==> config.mk <==
export PLATFORM = sky130hd
export DESIGN_NAME = mdr_mem_port_flat
export DESIGN_NICKNAME = d
export VERILOG_FILES = /design/src/rtl/mdr_mem_port_if.sv /design/src/rtl/mdr_mem_port.sv /design/src/flat_wrapper.sv
export SDC_FILE = /design/constraint.sdc
export NUM_CORES = 1
export LEC_CHECK = 0
export ABC_AREA = 1
export CAP_MARGIN = 20
export CORE_MARGIN = 2
export CORE_UTILIZATION = 41
export CTS_CLUSTER_DIAMETER = 30
export DETAILED_ROUTE_END_ITERATION = 7
export GPL_ROUTABILITY_DRIVEN = 1
export PLACE_DENSITY_LB_ADDON = 0.08
export SYNTH_ARGS = -nofsm -noshare
export SYNTH_HDL_FRONTEND = slang
export SYNTH_SLANG_ARGS = --single-unit
==> constraint.sdc <==
create_clock -name clk -period 2.3 [get_ports clk]
set_clock_uncertainty 0.2 [all_clocks]
set_input_delay 0.575 -clock clk [delete_from_list [all_inputs] [get_ports clk]]
set_output_delay 0.575 -clock clk [all_outputs]
set_load 0.01 [all_outputs]
==> src/rtl/mdr_mem_port_if.sv <==
// mdr_mem_port_if: bus-mux, control-strobe and memory handshake signals of the MDR/MAR port.
interface mdr_mem_port_if #(
    parameter int DATA_W = 32,
    parameter int ADDR_W = 9
);
    logic [DATA_W-1:0] bus_in;
    logic              mar_in;
    logic              mdr_in;
    logic              read;
    logic              write;
    logic [DATA_W-1:0] mdr_out;
    logic [ADDR_W-1:0] mem_addr;
    logic [DATA_W-1:0] mem_wdata;
    logic [DATA_W-1:0] mem_rdata;
    logic              mem_req;
    logic              mem_we;
    logic              mem_ack;
    logic              busy;
    logic              done;
    logic              err;

    modport slave (
        input  bus_in, mar_in, mdr_in, read, write, mem_rdata, mem_ack,
        output mdr_out, mem_addr, mem_wdata, mem_req, mem_we, busy, done, err
    );

    modport master (
        output bus_in, mar_in, mdr_in, read, write, mem_rdata, mem_ack,
        input  mdr_out, mem_addr, mem_wdata, mem_req, mem_we, busy, done, err
    );
endinterface

==> src/rtl/mdr_mem_port.sv <==
// mdr_mem_port: MAR/MDR registers and req/ack memory transactions with timeout.
module mdr_mem_port #(
    parameter int DATA_W  = 32,
    parameter int ADDR_W  = 9,
    parameter int TIMEOUT = 15
) (
    input  logic           clk,
    input  logic           reset_n,
    mdr_mem_port_if.slave  bus
);
    localparam int TW = (TIMEOUT > 1) ? $clog2(TIMEOUT) : 1;

    typedef enum logic [1:0] {IDLE, RD, WR} state_t;

    state_t            state_q, state_d;
    logic [ADDR_W-1:0] mar_q, mar_d, addr_q, addr_d;
    logic [DATA_W-1:0] mdr_q, mdr_d;
    logic [TW-1:0]     timer_q, timer_d;
    logic              req_q, req_d, we_q, we_d, done_q, done_d, err_q, err_d;

    always_ff @(posedge clk or negedge reset_n) begin
        if (!reset_n) begin
            state_q <= IDLE;
            mar_q   <= '0;
            addr_q  <= '0;
            mdr_q   <= '0;
            timer_q <= '0;
            req_q   <= 1'b0;
            we_q    <= 1'b0;
            done_q  <= 1'b0;
            err_q   <= 1'b0;
        end else begin
            state_q <= state_d;
            mar_q   <= mar_d;
            addr_q  <= addr_d;
            mdr_q   <= mdr_d;
            timer_q <= timer_d;
            req_q   <= req_d;
            we_q    <= we_d;
            done_q  <= done_d;
            err_q   <= err_d;
        end
    end

    always_comb begin
        state_d = state_q;
        mar_d   = mar_q;
        mdr_d   = mdr_q;
        timer_d = '0;
        done_d  = 1'b0;
        err_d   = 1'b0;
        if (state_q == IDLE) begin
            state_d = bus.write ? WR : (bus.mdr_in && bus.read) ? RD : IDLE;
            mdr_d   = (!bus.write && bus.mdr_in && !bus.read) ? bus.bus_in : mdr_q;
            mar_d   = bus.mar_in ? bus.bus_in[ADDR_W-1:0] : mar_q;
        end else if (bus.mem_ack) begin
            state_d = IDLE;
            done_d  = 1'b1;
            mdr_d   = (state_q == RD) ? bus.mem_rdata : mdr_q;
        end else if (timer_q == TW'(TIMEOUT - 1)) begin
            state_d = IDLE;
            err_d   = 1'b1;
        end else begin
            timer_d = timer_q + TW'(1);
        end
        // a transaction keeps the address MAR held before its start edge
        addr_d = (state_d == IDLE) ? mar_d : (state_q == IDLE) ? mar_q : addr_q;
        req_d  = state_d != IDLE;
        we_d   = state_d == WR;
    end

    assign bus.mdr_out   = mdr_q;
    assign bus.mem_wdata = mdr_q;
    assign bus.mem_addr  = addr_q;
    assign bus.mem_req   = req_q;
    assign bus.mem_we    = we_q;
    assign bus.busy      = req_q;
    assign bus.done      = done_q;
    assign bus.err       = err_q;
endmodule
==> src/flat_wrapper.sv <==
// flat-port wrapper written by rule: the top's interface ports become plain ports
module mdr_mem_port_flat 
#(
    parameter int DATA_W  = 32,
    parameter int ADDR_W  = 9,
    parameter int TIMEOUT = 15
)
  (clk, reset_n, bus_bus_in, bus_mar_in, bus_mdr_in, bus_read, bus_write, bus_mem_rdata, bus_mem_ack, bus_mdr_out, bus_mem_addr, bus_mem_wdata, bus_mem_req, bus_mem_we, bus_busy, bus_done, bus_err);
  mdr_mem_port_if #(.DATA_W(DATA_W), .ADDR_W(ADDR_W)) bus_i ();
  input  logic clk;
  input  logic reset_n;
  input wire logic [$bits(bus_i.bus_in)-1:0] bus_bus_in;
  input wire logic [$bits(bus_i.mar_in)-1:0] bus_mar_in;
  input wire logic [$bits(bus_i.mdr_in)-1:0] bus_mdr_in;
  input wire logic [$bits(bus_i.read)-1:0] bus_read;
  input wire logic [$bits(bus_i.write)-1:0] bus_write;
  input wire logic [$bits(bus_i.mem_rdata)-1:0] bus_mem_rdata;
  input wire logic [$bits(bus_i.mem_ack)-1:0] bus_mem_ack;
  output wire logic [$bits(bus_i.mdr_out)-1:0] bus_mdr_out;
  output wire logic [$bits(bus_i.mem_addr)-1:0] bus_mem_addr;
  output wire logic [$bits(bus_i.mem_wdata)-1:0] bus_mem_wdata;
  output wire logic [$bits(bus_i.mem_req)-1:0] bus_mem_req;
  output wire logic [$bits(bus_i.mem_we)-1:0] bus_mem_we;
  output wire logic [$bits(bus_i.busy)-1:0] bus_busy;
  output wire logic [$bits(bus_i.done)-1:0] bus_done;
  output wire logic [$bits(bus_i.err)-1:0] bus_err;
  assign bus_i.bus_in = bus_bus_in;
  assign bus_i.mar_in = bus_mar_in;
  assign bus_i.mdr_in = bus_mdr_in;
  assign bus_i.read = bus_read;
  assign bus_i.write = bus_write;
  assign bus_i.mem_rdata = bus_mem_rdata;
  assign bus_i.mem_ack = bus_mem_ack;
  assign bus_mdr_out = bus_i.mdr_out;
  assign bus_mem_addr = bus_i.mem_addr;
  assign bus_mem_wdata = bus_i.mem_wdata;
  assign bus_mem_req = bus_i.mem_req;
  assign bus_mem_we = bus_i.mem_we;
  assign bus_busy = bus_i.busy;
  assign bus_done = bus_i.done;
  assign bus_err = bus_i.err;
  mdr_mem_port #(.DATA_W(DATA_W), .ADDR_W(ADDR_W), .TIMEOUT(TIMEOUT)) u_core (.clk(clk), .reset_n(reset_n), .bus(bus_i));
endmodule
==> impl_summary.md, run 1 <==
Logic synthesis
The dominant combinational cell family by area after synthesis is simple AND/OR/NAND/NOR gates. The net count after synthesis is a little under 500. Among all flip-flop cells after synthesis, the most frequent one is dfrtp_1. The mapped netlist covers roughly 3200 um2. The number of instances in the synthesized netlist is approximately 420. The number of flops mapped to enable cells by yosys is 0. The post-synthesis compound-gate area fraction is 0.0296. The area share of xor/xnor cells in the synthesized design is 0.00553. The synthesized-area fraction occupied by adder cells is 0.00790. The synthesized area per cell is between 7 and 8 um2. Measured against the total synthesized area, the mux share comes to 0. The share of the Yosys chip area taken by registers is 0.474. The count of synthesis-stage warnings from yosys is 0.

Yosys mapped the design onto 19 distinct sky130hd cell types. Counting flops and latches in the post-synthesis netlist gives 60. The async set or reset register ratio after synthesis is 1.00. Of the total synthesized cell area, the portion taken by AND, OR, NAND and NOR gates is 0.358.

Placement
The placed wire-length estimate is between 5000 and 6000 um. During placement, the flow inserted port buffers numbering between 100 and 150. Routability-driven placement finished with a final weighted congestion of 0.784. In this run, placement finished with an instance count of roughly 630.

Critical path
STA classifies the critical path endpoint as a primary output. The kind of launch point of the worst setup path is a register. On the critical path the largest part of the delay comes from buffers and inverters. Data on the critical path is required at its endpoint by 1520 ps. Among all stages on the critical path, the largest delay is contributed by clkdlybuf4s50_1. Traced cell by cell, the critical path runs through clkdlybuf4s50_1.

The largest driver fanout on the critical path is 3. Together, buffers and inverters on the worst path number 1. The arrival time of the worst setup path is between 1000 and 1500 ps. The highest cell delay on the worst timing path is 560 ps.

By startpoint and endpoint, the worst setup path is classified as reg -> out. Counting cells, the worst reg-to-reg path comes to 6. The critical path depth is 1.

GRT
The number of antenna violations at the first check in global routing is 0. The wire length of the first global-routing pass is 13900 um. The global router's overall resource usage is 0.206.

Entering global routing, the biggest net connects 61 pins. The number of global-route vias before repair came to 2916. For this run the aggregate overflow at the end of global routing stands at 0.

Timing
The max-slew violation count was 0. The portion of the clock cycle consumed by the worst path in the final layout is 0.897. For the pin with the worst max-slew slack, the measured transition is 503 ps. The worst-case hold slack is roughly 23 ps. The final number of hold-violating endpoints is 0. Setup repair after global routing left no endpoint under its margin.

The final critical path time including I/O delays and setup is a little over 2000 ps. The relative slew slack is 0.664. Setup violations remaining at the end of the flow were counted as 0. For the final routed database, the setup TNS stands at 0 ps. For this run, the top clock speed supported by timing is about 480 MHz.

Clock network
The clock-pin slew on the worst setup and hold paths is about 70 ps. The total number of H-tree levels is 3. The clock passes through at most 2 buffers. The hold buffer count at cts is 0.

After clock tree synthesis, the repair step resized 0 gates. Clock tree synthesis inserted a total of 9 buffers. At the later pin of the worst-skew pair, clock insertion delay measures around 330 ps.

In this run the clock root is driven by a clkbuf_8. The count of buffers added by post-CTS timing repair for setup is 0. TritonCTS built the clock tree.

The number of sinks driven by the clock tree is 60.

Layout
After filler insertion, the fill cell instance count of the layout stands at between 700 and 800. The fraction of layout instances using a drive strength above 1 is 0.0756. The number of nets at the end of the flow is 610. The multi-input combinational cells in the finished layout cover a total of ~1300 um2. The sequential cell area is 1500 um2.

The number of antenna diodes in the final layout is 0. The area growth from synthesis to layout is 50.7%. The filler-free cell count of the finished design is between 600 and 700.

Die
The die covers around 8400 um2. The initial utilization of the core area, before any placement, comes to 0.417. The core region is 7610 um2. The initialized floorplan defines 32 standard-cell rows. The floorplan step set the die width to 91.9 um. between 100 and 150 I/O pins were placed. The y dimension of the die is 91.9 um.

Outcome
The flow ran to the end, and the final reports show no timing, DRC or antenna violations.

Detailed routing
Once detail routing completed, the nets flagged for antenna violations numbered 0. The number of iterations in the first detailed-routing pass is 4. After the first detailed-routing iteration, the DRC count stood at between 100 and 150. After detailed routing, the number of remaining DRC violations is 0. Using the TritonRoute via totals, the vias-per-cell ratio works out to about 4.7. After detailed routing, the average wire length per cell comes to about 13 um. The total number of vias is a little over 3000.

Summed over all layers, the routed wires come to ~8300 um.

Pwr
The leakage dissipation is about 2.4 nW. In this run the power density over the cells is about 1100 nW/um2. IR analysis of the VDD net gives a maximum drop of ~0.52 mV.

Hold path
The worst hold path belongs to the class in -> async.

Flow run
The max-cap violation count is 0.
-- power breakdown --
part	total, mW	internal, mW	switching, mW
Clock	0.976	0.556	0.420
Combinational	2.61	1.48	1.13
Sequential	1.78	1.47	0.310
-- cell usage after synthesis (2+ instances only) --
cell	instances	area [um2]
nand3_1	52	260
nand2_1	210	788
nand2_2	5	31.3
o21bai_1	9	67.6
buf_4	36	270
dfrtp_1	60	1500
nor2_1	9	33.8
buf_2	16	80.1
inv_1	8	30.0
ha_1	2	25.0
-- per-stage QoR --
stage | instance area [um2] | power (mW) | worst slack [ps] | util
4_1_cts | 4780 | 5.43 | 214 | 0.628
5_1_grt | 4780 | 5.73 | 188 | 0.628
6_report | 4780 | 5.36 | 237 | 0.628
3_3_place_gp | 4570 | 4.40 | 144 | 0.601
2_1_floorplan | 3170 | 3.16 | 711 | -
3_5_place_dp | 4570 | 4.43 | 115 | 0.601
-- layout make-up --
| cell class | count | share of cell area |
|---|---|---|
| flip-flops and latches | 60 | 0.314 |
| clock buffers | 12 | 0.0325 |
| repair buffers | 164 | 0.342 |
| inverters | 8 | 0.00629 |
| well taps | 102 | 0.0267 |
| multi-input cells | 294 | 0.268 |
| clock inverters | 4 | 0.00996 |
-- layout by cell type (no fill, tap or decap) --
master	count
a21oi_1	1
buf_12	3
buf_2	1
buf_4	13
bufinv_16	1
clkbuf_1	1
clkbuf_8	11
clkdlybuf4s50_1	147
clkinv_2	2
clkinvlp_4	1
dfrtp_1	60
ha_1	2
inv_1	8
nand2_1	210
nand2_2	5
nand3_1	52
nor2_1	8
nor2_2	1
nor2_4	2
nor3_1	1
o21bai_1	9
o31ai_4	1
xnor2_1	1
xor2_1	1
-- logic make-up (layout without fill, tap and decap cells) --
logic type / count (synthesis) / in the layout
flip-flops: 60 / 60
buffers and inverters: 62 / 188
AO/OA/AOI/OAI: 11 / 11
AND/OR/NAND/NOR: 279 / 279
XOR/XNOR: 2 / 2
adder cells (fa/ha/maj): 2 / 2
-- state kept, by name, summed over array words and instances (netlist names) --
register,cells
u_core.bus.busy,1
u_core.bus.done,1
u_core.bus.err,1
u_core.bus.mdr_out,32
u_core.bus.mem_addr,9
u_core.bus.mem_we,1
u_core.mar_q,9
u_core.state_q,2
u_core.timer_q,4
-- layer usage --
layer  up-vias  track usage  part of all wire  wire [um]
met2        93        0.335              0.47       3930
met5         -            0                 0          0
met4         0       0.0871             0.016        132
met1      1427        0.263              0.45       3780
met3        10       0.0493             0.058        479
li1       1512            -                 -          -
-- path summary, 6_finish.rpt --
check | slack [ps] | start | endpoint
max in group asynchronous | 1590 | reset_n | u_core.bus.mdr_out[16]
min in group clk | 280 | u_core.timer_q[0] | u_core.timer_q[0]
worst min-delay path | 20 | reset_n | u_core.bus.mdr_out[26]
worst min register to register | 280 | u_core.timer_q[0] | u_core.timer_q[0]
worst max-delay path | 240 | u_core.bus.mdr_out[1] | bus_mdr_out[1]
worst max register to register | 520 | u_core.state_q[1] | u_core.bus.mem_addr[0]
No activity file was read; power rests on OpenSTA's default activity.
==> inputs of run 2 (changes only) <==
--- a/config.mk
+++ b/config.mk
@@ -7,7 +7,6 @@
 export LEC_CHECK = 0
 export ABC_AREA = 1
 export CAP_MARGIN = 20
-export CORE_MARGIN = 2
 export CORE_UTILIZATION = 41
 export CTS_CLUSTER_DIAMETER = 30
 export DETAILED_ROUTE_END_ITERATION = 7
==> impl_summary.md, run 2 (synthesized netlist as in run 1, its figures left out) <==
Detailed routing
The number of iterations in the first detailed-routing pass is 4. The mean number of vias per cell is about 4.7. The remaining number of nets flagged by the antenna check after routing is 0. Summed over all layers, the routed wires come to about 8200 um. The total number of vias is 3015.

The final routed DRC violation total is 0. The detailed router finished its first iteration with 119 violations. After detailed routing, the average wire length per cell comes to 12.8 um.

Critical path
In this run the critical register-to-register path is launched from u_core.timer_q[0]. The worst setup path is captured at a primary output. The kind of launch point of the worst setup path is a register.

The largest driver fanout on the critical path is 2. The arrival time of the worst setup path is roughly 1300 ps. The number of cell instances on the worst register-to-register path is 8. The slack of the worst reg-to-reg path is about 610 ps. The signal on the critical path passes through clkdlybuf4s50_1. The slowest cell on the critical path is clkdlybuf4s50_1. The highest cell delay on the worst timing path is 560 ps.

The buffer and inverter count on the worst path is 1. The required time reported for the critical path endpoint is 1520 ps. The endpoint identified for the worst register-to-register timing path is u_core.bus.mem_addr[1]. By startpoint and endpoint, the worst setup path is classified as reg -> out. The critical path's top delay family is buffers and inverters.

Timing
In the final timing run, aggregate negative setup slack is 0 ps. The max-slew violation count is 0. Subtracting the final worst setup slack from the clock period gives 2080 ps.

The portion of the clock cycle consumed by the worst path in the final layout is 0.906. For this run, the top clock speed supported by timing is around 480 MHz. Setup repair after global routing left no endpoint under its margin.

The relative slew slack is 0.772. The measured slew at the worst slew-check pin is 342 ps. The worst setup slack after layout is ~220 ps. The final number of setup-violating endpoints is 0. The final number of hold-violating endpoints came to 0.

Pwr
The share of total power dissipated in the clock network is 0.173. The combinational power share is 0.491. In this run the power spent charging and discharging nets is approximately 1.9 mW. In this run the power density over the cells is roughly 1100 nW/um2. The internal portion of the total power is between 3 and 4 mW. The highest ir drop seen on vdd is about 0.57 mV.

The final total power is about 5.3 mW. Of the total power, the share spent switching nets is 0.352. The leakage dissipation is roughly 2.4 nW. The sequential fraction of design power is 0.336.

Die
The floorplan step defined a die boundary enclosing between 8000 and 9000 um2. The starting density of the core is 0.430. The horizontal die dimension is approximately 90 um.

149 I/O pins were placed. The floorplan has 31 rows. The die is about 90 um tall. The region available for standard cell placement spans ~7400 um2.

Hold path
The min-delay analysis places its worst path in the category in -> async.

Clock network
The clock passes through at most 2 buffers. Hold repair after CTS inserted 0 buffers. Buffers added to address setup during post-CTS repair amount to 0.

The root buffer cell is clkbuf_8. The number of resized instances in the post-cts repair step is 0. The clock-pin slew on the worst setup and hold paths is 70 ps. The tree built by TritonCTS fans out to 60 sinks. TritonCTS built the clock tree. The clock tree synthesis step divided the H-tree into 3 levels. The number of CTS-inserted buffers is 9. The clock insertion delay at the later pin of the skew report is roughly 340 ps.

Placement
The HPWL after detailed placement is 5890 um. After detailed placement, the total cell area comes to ~4600 um2. The pre-CTS setup slack is roughly 110 ps. The count of buffers added on input and output ports is about 150. At the end of routability-driven placement, the weighted congestion stood at 0.798.

Layout
Of the cells placed in the final design, the portion with a size suffix greater than 1 is 0.0738. The register with the most flip-flops in the layout has 32 of them. The final antenna diode count is 0. With fillers left out, the area of the finished cells amounts to 4740 um2. The commonest non-fill, non-tap cell in the layout is nand2_1. The library cells used most frequently in the layout, excluding fill and tap cells, are nand2_1, clkdlybuf4s50_1, dfrtp_1, nand3_1, buf_4. The area growth from synthesis to layout is 49.6%. The final core utilization is 0.643.

The number of nets at the end of the flow is 610.

Flow run
The max-cap violation count is 0.

GRT
The number of antenna violations at the first check in global routing was 0. The number of global-route vias before repair is roughly 2900. The pin count of the biggest net entering global routing is 61. The global-route track usage on met3 is 0.0508.

The global router's overall resource usage is 0.218. For this run the aggregate overflow at the end of global routing stands at 0. The global routing stage identified its most utilized layer as met2.

The wire length of the first global-routing pass is between 10000 and 15000 um. The met2 usage is 0.358. In the global route stage, met1 resource usage came out at 0.276.

Outcome
The flow ran to the end, and the final reports show no timing, DRC or antenna violations.
==> run 2: cell types whose count changed in the layout (fill, tap and decap cells not counted) <==
| cell | previous run | this run |
|---|---|---|
| buf_12 | 3 | 2 |
| clkbuf_1 | 1 | 2 |
| clkinv_2 | 2 | 3 |
| buf_4 | 13 | 14 |
| clkbuf_8 | 11 | 9 |
==> run 2: power by group through the flow <==
| stage | combinational [mW] | clock, mW | sequential (mW) |
|---|---|---|---|
| floorplan | 1.25 | 0 | 1.91 |
| global placement | 2.60 | 0 | 1.78 |
| detailed placement | 2.63 | 0 | 1.79 |
| CTS | 2.63 | 0.937 | 1.78 |
| global route | 2.83 | 0.984 | 1.84 |
| finish | 2.60 | 0.919 | 1.78 |
==> run 2: stage by stage <==
step	hold WS [ps]	cells
finish	23.6	641
global route	61.1	641
CTS	42.8	641
detailed placement	276	625
global placement	271	625
floorplan	79.4	416
==> run 2: worst max path at each step <==
stage	slack [ps]	start	cells after the start	to
global placement	130	bus_write	5	u_core.bus.mdr_out[19]
floorplan	710	bus_read	5	u_core.bus.mdr_out[0]
global route	190	u_core.bus.mem_addr[2]	1	bus_mem_addr[2]
finish	220	u_core.bus.mem_addr[2]	1	bus_mem_addr[2]
CTS	210	u_core.bus.mem_addr[2]	1	bus_mem_addr[2]
detailed placement	110	bus_write	5	u_core.bus.mdr_out[6]
==> run 2: layout make-up <==
type	count	area, um2
Fill cell	687	2630
Clock inverter	5	52.6
Clock buffer	11	131
Sequential cell	60	1500
Tap cell	99	124
Timing Repair Buffer	164	1620
Multi-Input combinational cell	294	1280
Inverter	8	30.0
==> run 2: routing by layer <==
metal	routed length [um]	vias up	share of wire
met2	3840	114	0.47
met5	0	-	0
met4	166	0	0.020
met3	560	12	0.068
met1	3650	1380	0.44
li1	-	1509	-
